==> src/rtl/grayscale_frame_ctrl_if.sv <==
// Handshake and data bundle between the grayscale frame sequencer,
// the pixel source FIFO, the grayscale engine and the VGA/SDRAM side.
interface grayscale_frame_ctrl_if;
  logic       frame_start;
  logic       mode;
  logic       fifo_empty;
  logic       fifo_rdreq;
  logic       gs_start;
  logic       gs_read_req;
  logic       gs_valid;
  logic [9:0] gs_color;
  logic [9:0] gs_bw;
  logic [9:0] pix;
  logic       pix_valid;
  logic [10:0] x;
  logic [9:0] y;
  logic       busy;
  logic       frame_done;
  logic [1:0] err;

  modport master (
    input  frame_start, mode, fifo_empty,
    input  gs_read_req, gs_valid, gs_color, gs_bw,
    output fifo_rdreq, gs_start, pix, pix_valid,
    output x, y, busy, frame_done, err
  );

  modport slave (
    output frame_start, mode, fifo_empty,
    output gs_read_req, gs_valid, gs_color, gs_bw,
    input  fifo_rdreq, gs_start, pix, pix_valid,
    input  x, y, busy, frame_done, err
  );
endinterface

==> src/rtl/grayscale_frame_ctrl.sv <==
// Frame sequencer for the grayscale engine: arms it, feeds it from the
// source FIFO, picks colour or B/W output and tracks pixel position.
module grayscale_frame_ctrl #(
  parameter int H_ACTIVE  = 640,
  parameter int V_ACTIVE  = 480,
  parameter int MAX_OUTST = 4,
  parameter int TIMEOUT   = 4096
) (
  input logic clk,
  input logic rst,
  grayscale_frame_ctrl_if.master bus
);
  localparam int TOTAL = H_ACTIVE * V_ACTIVE;
  localparam int IW = $clog2(TOTAL + 1);
  localparam int OW = $clog2(MAX_OUTST + 1);
  localparam int TW = $clog2(TIMEOUT);

  localparam logic [IW-1:0] TOTAL_C = IW'(TOTAL);
  localparam logic [OW-1:0] OMAX = OW'(MAX_OUTST);
  localparam logic [TW-1:0] TLIM = TW'(TIMEOUT - 1);
  localparam logic [10:0]   XL = 11'(H_ACTIVE - 1);
  localparam logic [9:0]    YL = 10'(V_ACTIVE - 1);

  typedef enum logic [2:0] {
    IDLE, RUN, DRAIN, DONE, ABORT
  } state_t;

  state_t          state;
  logic            mode;
  logic [IW-1:0]   issued;
  logic [OW-1:0]   outst;
  logic [TW-1:0]   timer;
  logic [10:0]     cx;
  logic [9:0]      cy;
  logic            pop;
  logic            accept;
  logic            active;
  logic            last;

  assign active = (state == RUN) || (state == DRAIN);

  assign pop = (state == RUN)
             && bus.gs_read_req
             && !bus.fifo_empty
             && (outst < OMAX)
             && (issued < TOTAL_C);

  assign accept = active && bus.gs_valid && (outst != '0);
  assign last = (cx == XL) && (cy == YL);
  assign bus.fifo_rdreq = pop;

  always_ff @(posedge clk) begin
    if (rst) begin
      state          <= IDLE;
      mode           <= 1'b0;
      issued         <= '0;
      outst          <= '0;
      timer          <= '0;
      cx             <= '0;
      cy             <= '0;
      bus.gs_start   <= 1'b0;
      bus.pix        <= '0;
      bus.pix_valid  <= 1'b0;
      bus.x          <= '0;
      bus.y          <= '0;
      bus.busy       <= 1'b0;
      bus.frame_done <= 1'b0;
      bus.err        <= '0;
    end else begin
      bus.pix_valid  <= 1'b0;
      bus.frame_done <= 1'b0;
      unique case (state)
        IDLE: begin
          if (bus.frame_start) begin
            state        <= RUN;
            mode         <= bus.mode;
            issued       <= '0;
            outst        <= '0;
            timer        <= '0;
            cx           <= '0;
            cy           <= '0;
            bus.x        <= '0;
            bus.y        <= '0;
            bus.err      <= '0;
            bus.gs_start <= 1'b1;
            bus.busy     <= 1'b1;
          end
        end
        RUN, DRAIN: begin
          if (state == RUN && bus.gs_read_req && bus.fifo_empty)
            bus.err[0] <= 1'b1;
          // a result with nothing in flight is dropped
          if (bus.gs_valid && outst == '0)
            bus.err[0] <= 1'b1;
          if (pop)
            issued <= issued + 1'b1;
          outst <= outst + OW'(pop) - OW'(accept);
          if (accept) begin
            bus.pix_valid <= 1'b1;
            bus.pix <= mode ? bus.gs_bw : bus.gs_color;
            bus.x <= cx;
            bus.y <= cy;
            if (cx == XL) begin
              cx <= '0;
              cy <= cy + 1'b1;
            end else begin
              cx <= cx + 1'b1;
            end
          end
          timer <= bus.gs_valid ? '0 : timer + 1'b1;
          if (state == RUN && accept && last) begin
            state        <= DRAIN;
            timer        <= '0;
            bus.gs_start <= 1'b0;
          end else if (state == DRAIN && outst == '0) begin
            state          <= DONE;
            bus.frame_done <= 1'b1;
          end else if (!bus.gs_valid && timer == TLIM) begin
            state        <= ABORT;
            bus.gs_start <= 1'b0;
            bus.err[1]   <= 1'b1;
          end
        end
        DONE, ABORT: begin
          state    <= IDLE;
          bus.busy <= 1'b0;
        end
        default: begin
          state    <= IDLE;
          bus.busy <= 1'b0;
        end
      endcase
    end
  end
endmodule
==> src/flat_wrapper.sv <==
// flat-port wrapper written by rule: the top's interface ports become plain ports
module grayscale_frame_ctrl_flat 
#(
  parameter int H_ACTIVE  = 640,
  parameter int V_ACTIVE  = 480,
  parameter int MAX_OUTST = 4,
  parameter int TIMEOUT   = 4096
)
  (clk, rst, bus_frame_start, bus_mode, bus_fifo_empty, bus_gs_read_req, bus_gs_valid, bus_gs_color, bus_gs_bw, bus_fifo_rdreq, bus_gs_start, bus_pix, bus_pix_valid, bus_x, bus_y, bus_busy, bus_frame_done, bus_err);
  grayscale_frame_ctrl_if bus_i ();
  input logic clk;
  input logic rst;
  input wire logic [$bits(bus_i.frame_start)-1:0] bus_frame_start;
  input wire logic [$bits(bus_i.mode)-1:0] bus_mode;
  input wire logic [$bits(bus_i.fifo_empty)-1:0] bus_fifo_empty;
  input wire logic [$bits(bus_i.gs_read_req)-1:0] bus_gs_read_req;
  input wire logic [$bits(bus_i.gs_valid)-1:0] bus_gs_valid;
  input wire logic [$bits(bus_i.gs_color)-1:0] bus_gs_color;
  input wire logic [$bits(bus_i.gs_bw)-1:0] bus_gs_bw;
  output wire logic [$bits(bus_i.fifo_rdreq)-1:0] bus_fifo_rdreq;
  output wire logic [$bits(bus_i.gs_start)-1:0] bus_gs_start;
  output wire logic [$bits(bus_i.pix)-1:0] bus_pix;
  output wire logic [$bits(bus_i.pix_valid)-1:0] bus_pix_valid;
  output wire logic [$bits(bus_i.x)-1:0] bus_x;
  output wire logic [$bits(bus_i.y)-1:0] bus_y;
  output wire logic [$bits(bus_i.busy)-1:0] bus_busy;
  output wire logic [$bits(bus_i.frame_done)-1:0] bus_frame_done;
  output wire logic [$bits(bus_i.err)-1:0] bus_err;
  assign bus_i.frame_start = bus_frame_start;
  assign bus_i.mode = bus_mode;
  assign bus_i.fifo_empty = bus_fifo_empty;
  assign bus_i.gs_read_req = bus_gs_read_req;
  assign bus_i.gs_valid = bus_gs_valid;
  assign bus_i.gs_color = bus_gs_color;
  assign bus_i.gs_bw = bus_gs_bw;
  assign bus_fifo_rdreq = bus_i.fifo_rdreq;
  assign bus_gs_start = bus_i.gs_start;
  assign bus_pix = bus_i.pix;
  assign bus_pix_valid = bus_i.pix_valid;
  assign bus_x = bus_i.x;
  assign bus_y = bus_i.y;
  assign bus_busy = bus_i.busy;
  assign bus_frame_done = bus_i.frame_done;
  assign bus_err = bus_i.err;
  grayscale_frame_ctrl #(.H_ACTIVE(H_ACTIVE), .V_ACTIVE(V_ACTIVE), .MAX_OUTST(MAX_OUTST), .TIMEOUT(TIMEOUT)) u_core (.clk(clk), .rst(rst), .bus(bus_i));
endmodule
==> config.mk <==
export PLATFORM = sky130hd
export DESIGN_NAME = grayscale_frame_ctrl_flat
export DESIGN_NICKNAME = d
export VERILOG_FILES = /design/src/rtl/grayscale_frame_ctrl_if.sv /design/src/rtl/grayscale_frame_ctrl.sv /design/src/flat_wrapper.sv
export SDC_FILE = /design/constraint.sdc
export NUM_CORES = 1
export LEC_CHECK = 0
export ABC_AREA = 1
export BUFFER_PORTS_ARGS = -buffer_cell sky130_fd_sc_hd__buf_2
export CORE_ASPECT_RATIO = 1.4
export CORE_MARGIN = 2
export CORE_UTILIZATION = 55
export CTS_CLUSTER_SIZE = 40
export DETAILED_ROUTE_END_ITERATION = 10
export GPL_ROUTABILITY_DRIVEN = 1
export HOLD_SLACK_MARGIN = 0.1
export PLACE_DENSITY = 0.83
export SLEW_MARGIN = 20
export SYNTH_ARGS = -nofsm -noshare
export SYNTH_HDL_FRONTEND = slang
export SYNTH_SLANG_ARGS = --single-unit
==> constraint.sdc <==
create_clock -name clk -period 4.1 [get_ports clk]
set_input_delay 0.82 -clock clk [delete_from_list [all_inputs] [get_ports clk]]
set_output_delay 0.82 -clock clk [all_outputs]
set_load 0.005 [all_outputs]
Word-level counts from Yosys, hierarchy flattened
Cells that the tools add are included.
{"block": "totals", "reg_bits": 96, "mem_count": 0, "ram_bits": 0, "wordCells": 117, "output_inout_bits": 38, "latch_bits": 0, "romBits": 0}
{"block": "classes", "eq_ne": 16, "n_lt_le_gt_ge": 2, "shifts": 0, "n_mux": 42, "multipliers": 0, "n_reduce_logical": 34, "bitwise_logic": 1, "div": 0, "n_addsub": 6}
{"op": "$mux 10", "n": 5}
{"op": "$mux 11", "n": 4}
{"op": "$pmux 11 s2", "n": 2}
{"op": "$pmux 10 s2", "n": 2}
{"op": "$mux 19", "n": 2}
{"op": "$pmux 19 s2", "n": 1}
{"op": "$mux 12", "n": 3}
{"op": "$pmux 12 s2", "n": 1}
{"op": "$add 19x1->19 const B", "n": 1}
{"op": "$lt 19x19->1 const B", "n": 1}
{"op": "$mux 3", "n": 5}
{"op": "$logic_and 1x1->1", "n": 13}
{"op": "$add 12x1->12 const B", "n": 1}
{"op": "$eq 12x12->1 const B", "n": 1}
{"op": "$pmux 3 s2", "n": 2}
{"op": "$add 11x1->11 const B", "n": 1}
{"op": "$eq 11x10->1 const B", "n": 1}
{"op": "$mux 1", "n": 11}
{"op": "$add 10x1->10 const B", "n": 1}
{"op": "$eq 10x9->1 const B", "n": 1}
{"op": "$reduce_and 2->1", "n": 5}
{"op": "$reduce_and 3->1", "n": 3}
{"op": "$ne 2x1->1 const B", "n": 4}
{"op": "$reduce_and 4->1", "n": 2}
{"op": "other kinds (21)", "n": 28}

Longest topological paths before layout
{"block": "logic_depth", "depth_word": 8, "ltp_mapped": 14, "ltp_nobuf": 12}

Worst setup path before layout
Ideal clock, no wire load.
{"block": "synth_timing", "path_type": "input to register", "startpoint": "input bus_gs_valid", "endpoint": "register u_core.outst[1]", "setup_ns": 0.058, "path_buffers": 1, "path_stages": 12, "arrival_time_ns": 2.597, "slack_ns": 1.445, "path_cell_list": "inv_1 -> a21oi_2 -> nand2_8 -> inv_2 -> buf_2 -> ha_1 -> inv_1 -> ha_1 -> inv_1 -> fa_1 -> o21ai_0 -> o21a_1"}
{"block": "synth_between", "elab_chain_cells": 4}
{"item": "start: declaration", "line_no": "flat_wrapper.sv:17", "rtl": "input wire logic [$bits(bus_i.gs_valid)-1:0] bus_gs_valid;"}
{"item": "$logic_and 1x1->1 (2 in a row)", "line_no": "grayscale_frame_ctrl.sv:48", "rtl": "assign accept = active && bus.gs_valid && (outst != '0);"}
{"item": "net u_core.accept", "line_no": "grayscale_frame_ctrl.sv:36", "rtl": "logic accept;"}
{"item": "$sub 3x1->3", "line_no": "grayscale_frame_ctrl.sv:97", "rtl": "outst <= outst + OW'(pop) - OW'(accept);"}
{"item": "$pmux 3 s2", "line_no": "grayscale_frame_ctrl.sv:72", "rtl": "unique case (state)"}
{"item": "end signal: assignment", "line_no": "grayscale_frame_ctrl.sv:97"}
{"item": "end: declaration", "line_no": "grayscale_frame_ctrl.sv:31", "rtl": "logic [OW-1:0] outst;"}
The timed path passes the listed nets, and every way through them passes these cells.
A chain may end at the register's enable or synchronous reset.

Final worst setup path
{"block": "layout_timing", "startpoint": "register u_core.state[1]", "endpoint": "register u_core.outst[1]"}
{"block": "layout_between", "elab_chain_cells": 8}
{"item": "start: declaration", "line_no": "grayscale_frame_ctrl.sv:28", "rtl": "state_t state;"}
{"item": "start signal: assignment", "line_no": "grayscale_frame_ctrl.sv:54", "rtl": "state <= IDLE;"}
{"item": "start signal: assignment", "line_no": "grayscale_frame_ctrl.sv:75", "rtl": "state <= RUN;"}
{"item": "start signal: assignment", "line_no": "grayscale_frame_ctrl.sv:112", "rtl": "state <= DRAIN;"}
{"item": "$eq 3x1->1", "line_no": "grayscale_frame_ctrl.sv:40, grayscale_frame_ctrl.sv:42, grayscale_frame_ctrl.sv:72"}
{"item": "$logic_and 1x1->1", "line_no": "grayscale_frame_ctrl.sv:43", "rtl": "&& bus.gs_read_req"}
{"item": "$logic_and 1x1->1", "line_no": "grayscale_frame_ctrl.sv:44", "rtl": "&& !bus.fifo_empty"}
{"item": "$logic_and 1x1->1", "line_no": "grayscale_frame_ctrl.sv:45", "rtl": "&& (outst < OMAX)"}
{"item": "$logic_and 1x1->1", "line_no": "grayscale_frame_ctrl.sv:46", "rtl": "&& (issued < TOTAL_C);"}
{"item": "$add 3x1->3", "line_no": "grayscale_frame_ctrl.sv:97"}
{"item": "$sub 3x1->3", "line_no": "grayscale_frame_ctrl.sv:97"}
{"item": "$pmux 3 s2", "line_no": "grayscale_frame_ctrl.sv:72"}
Parallel ways exist; a longest one is shown, timed or not.

==> results.md <==
- R2R depth: 12
- Sink Count: 96
- Sequential fraction of the synthesis area: approximately two fifths
- Top cells by area, synth: dfxtp_1 (40%), nand2_1 (12%), nor2_1 (5.9%)
- Min-Delay Endpoint: u_core.issued[18]
- WP data arrival: 2790 ps
- # placed instances: 825
- Final Cycle Share: 60.9%
- Post-Syn Nets: 712
- Drt initial violations: a little over 300
- Die area: 9540 sq um
- 1st-pass router iterations: 5
- Root buf cell: clkbuf_16
- Die Y: 115 um
- Cell Count, Final, Fillers Out: 841
- DP HPWL: just under 8 mm
- CTS tree: built
- Synth top area share: 39.9%
- Min-Delay Path Class: reg -> reg
- Vias in the first global route: 4,356
- Post-CTS Hold Fix Bufs: 0
- Num CTS Buffers: 9
- Fin area: 5390 sq um
- Setup Crit Path Kind: reg -> reg
- Area Growth Syn to Fin: 11.7%
- Placed Area: just over 5000 sq um
- TNS Setup: 0 ps
- Critical Path Sink Type: flip-flop
- CP Launch Type: flip-flop
- Post-synth top area cell: dfxtp_1
- CP Data Required Time: 4400 ps
- Max_cap viols: 0
- RSZ-0062 raised after global routing: no
- Yosys warnings: 0
- Status: finished, final reports clean
- Width of the die: roughly 83 um
- Least-Margin Pin Slew: 562 ps
- Htree depth: 3
- DRC violations left: 0
- Cell area after synthesis: 4820 sq um
- Row count: 40
- Synth Instances: ~680
- Max Buffers Root-to-Sink: 2
- Reg-to-reg endpoint: u_core.outst[1]
- Unique cell type count in the Yosys netlist: 37
- Critical path peak fanout: 20
- Worst R2R Setup Slack: 1600 ps
- Core area: 8560 sq um
- Ys async rst share: 0%
- Vias post-DR: 4,579
- Hold Path Stages: 2
- Resized Gates After CTS: 0
- Initial antenna violation count: 0
- Vias/cell: 5.44
- GR Overflow Total: 0
- Post-route ant nets: 0
- Worst Hold Launch: u_core.issued[18]
- Pin count of the biggest net entering global routing: 42
- Slew Viols, Final: 0
- Final setup violation count: 0
- Postcts setup bufs: 0
- Syn Area/Cell: 7.11 sq um
- Total chip power: between 2 and 2.5 mW
- I/O pin total: 65
- Clock skew: 8.30 ps
- Pleak: 2.19 nW
- Reg2reg start: u_core.state[1]
- N_diodes: 0
- Peak supply drop: 0.000289 V
- Port-buffer cells: 64
- Ys flop type: dfxtp_1
- Final min period: 2500 ps
- Ratio of cells with drive above 1 in the final layout: 19.0%
- Wirelength per Cell: 13.0 um
- GRT Overall Usage: 23.9%
- Clock transition at the registers of the reported paths: about 60 ps
- Slew HR: 62.6%
- Final nets: 765
- Peak Freq: 400 MHz
- Initial core utilization: 56.3%
- GPL Wtd Cong: about 0.9
- Pwr/cell area: roughly 450 nW/um^2
- Skew-Pair Late Insertion Delay: 350 ps
- First-pass GRT wire length: 19.0 mm
- #FFs+latches synth: between 90 and 100
- Routed WL: 11.0 mm
- Final hold vios: 0
- Post-synth EDFFs: 0
==> worst max path at each step <==
stage / from / to / slack, ps / depth (start not counted)
floorplan: bus_gs_valid / u_core.outst[1] / 1450 / 12
global route: u_core.state[1] / u_core.outst[1] / 1440 / 12
detailed placement: bus_gs_valid / u_core.outst[1] / 1410 / 12
global placement: bus_gs_valid / u_core.outst[1] / 1490 / 12
CTS: u_core.state[1] / u_core.outst[1] / 1620 / 12
finish: u_core.state[1] / u_core.outst[1] / 1600 / 12
==> critical path: stages, from the launching register on <==
cell	delay [ps]
dfxtp_1	380
inv_1	80
nand3_2	140
nand2_2	320
nand2_8	210
inv_2	60
ha_1	280
inv_1	50
ha_1	170
inv_1	60
fa_1	390
o21ai_0	170
o21a_1	130
==> metrics by stage <==
| step | hold WS (ps) | worst slack (ps) | utilization, % |
|---|---|---|---|
| 2_1_floorplan | 430 | 1450 | - |
| 3_3_place_gp | 438 | 1490 | 59.8 |
| 3_5_place_dp | 444 | 1410 | 59.8 |
| 4_1_cts | 458 | 1620 | 63.0 |
| 5_1_grt | 475 | 1440 | 63.0 |
| 6_report | 459 | 1600 | 63.0 |
==> synthesized netlist by cell type, types with 13 or more instances <==
library cell and n:
nor3_1 16, a21oi_1 49, a31oi_1 13, o21ai_0 33, dfxtp_1 96, nand2_2 25
inv_1 72, a21oi_2 21, nor2_1 76, nand2_1 157, nand4_1 16, nand3_1 35
==> flip-flops by register name (all words and copies together), names as in the netlist, 2 cells and up <==
signal	count
u_core.bus.err	2
u_core.bus.pix	10
u_core.bus.x	11
u_core.bus.y	10
u_core.cx	11
u_core.cy	10
u_core.issued	19
u_core.outst	3
u_core.state	3
u_core.timer	12
==> kinds of logic (layout without fill, tap and decap cells) <==
family / count (synthesis) / count (layout) / share of synthesized area [%]
DFF: 96 / 96 / 39.9
buffers and inverters: 103 / 161 / 9.89
xor gates and xnor gates: 10 / 10 / 1.82
AOI/OAI and AO/OA: 125 / 125 / 15.4
and+or+nand+nor: 337 / 337 / 31.1
adders and majority gates: 7 / 7 / 1.97
==> placed cells by master (no fill, tap or decap), types with 2 or more instances in the layout <==
| cell type | Yosys | routed |
|---|---|---|
| nor2_2 | 3 | 3 |
| o21a_1 | 2 | 2 |
| nor3b_1 | 3 | 3 |
| a211oi_1 | 2 | 2 |
| dfxtp_1 | 96 | 96 |
| inv_1 | 72 | 72 |
| buf_2 | 7 | 64 |
| a21oi_1 | 49 | 49 |
| buf_4 | 1 | 3 |
| ha_1 | 6 | 6 |
| nand2_2 | 25 | 25 |
| o21bai_1 | 2 | 2 |
| nand3_1 | 35 | 35 |
| nand2_4 | 2 | 2 |
| nor2_1 | 76 | 76 |
| o21ai_0 | 33 | 33 |
| clkbuf_16 | 0 | 9 |
| a21oi_2 | 21 | 21 |
| nor3_1 | 16 | 16 |
| clkbuf_1 | 10 | 3 |
| nand2_1 | 157 | 157 |
| a31oi_1 | 13 | 13 |
| inv_2 | 4 | 4 |
| clkinv_2 | 0 | 2 |
| xor2_1 | 9 | 9 |
| nand4_1 | 16 | 16 |
==> cell type report <==
| type | instances | area (sq um) |
|---|---|---|
| tap | 105 | 131 |
| clock inverter | 3 | 17.5 |
| clock buffer | 13 | 250 |
| fill | 777 | 3170 |
| multi-input combinational | 479 | 2420 |
| inverter | 78 | 300 |
| sequential | 96 | 1920 |
| timing repair buffer | 67 | 343 |
==> metal layers <==
| metal | up-vias | routed length [um] | GRT usage, % |
|---|---|---|---|
| met5 | - | 0 | 0 |
| met4 | 0 | 176 | 9.29 |
| met3 | 17 | 441 | 3.95 |
| met2 | 106 | 5660 | 44.1 |
| met1 | 2151 | 4680 | 27.6 |
| li1 | 2305 | - | - |
==> where the power goes <==
part / internal (mW) / total [mW] / switching (mW)
Combinational: 0.168 / 0.592 / 0.424
Clock: 0.426 / 0.765 / 0.339
Sequential: 0.993 / 1.06 / 0.0648
Total: 1.59 / 2.42 / 0.828
Note: power is estimated with default switching activity, not from simulation.
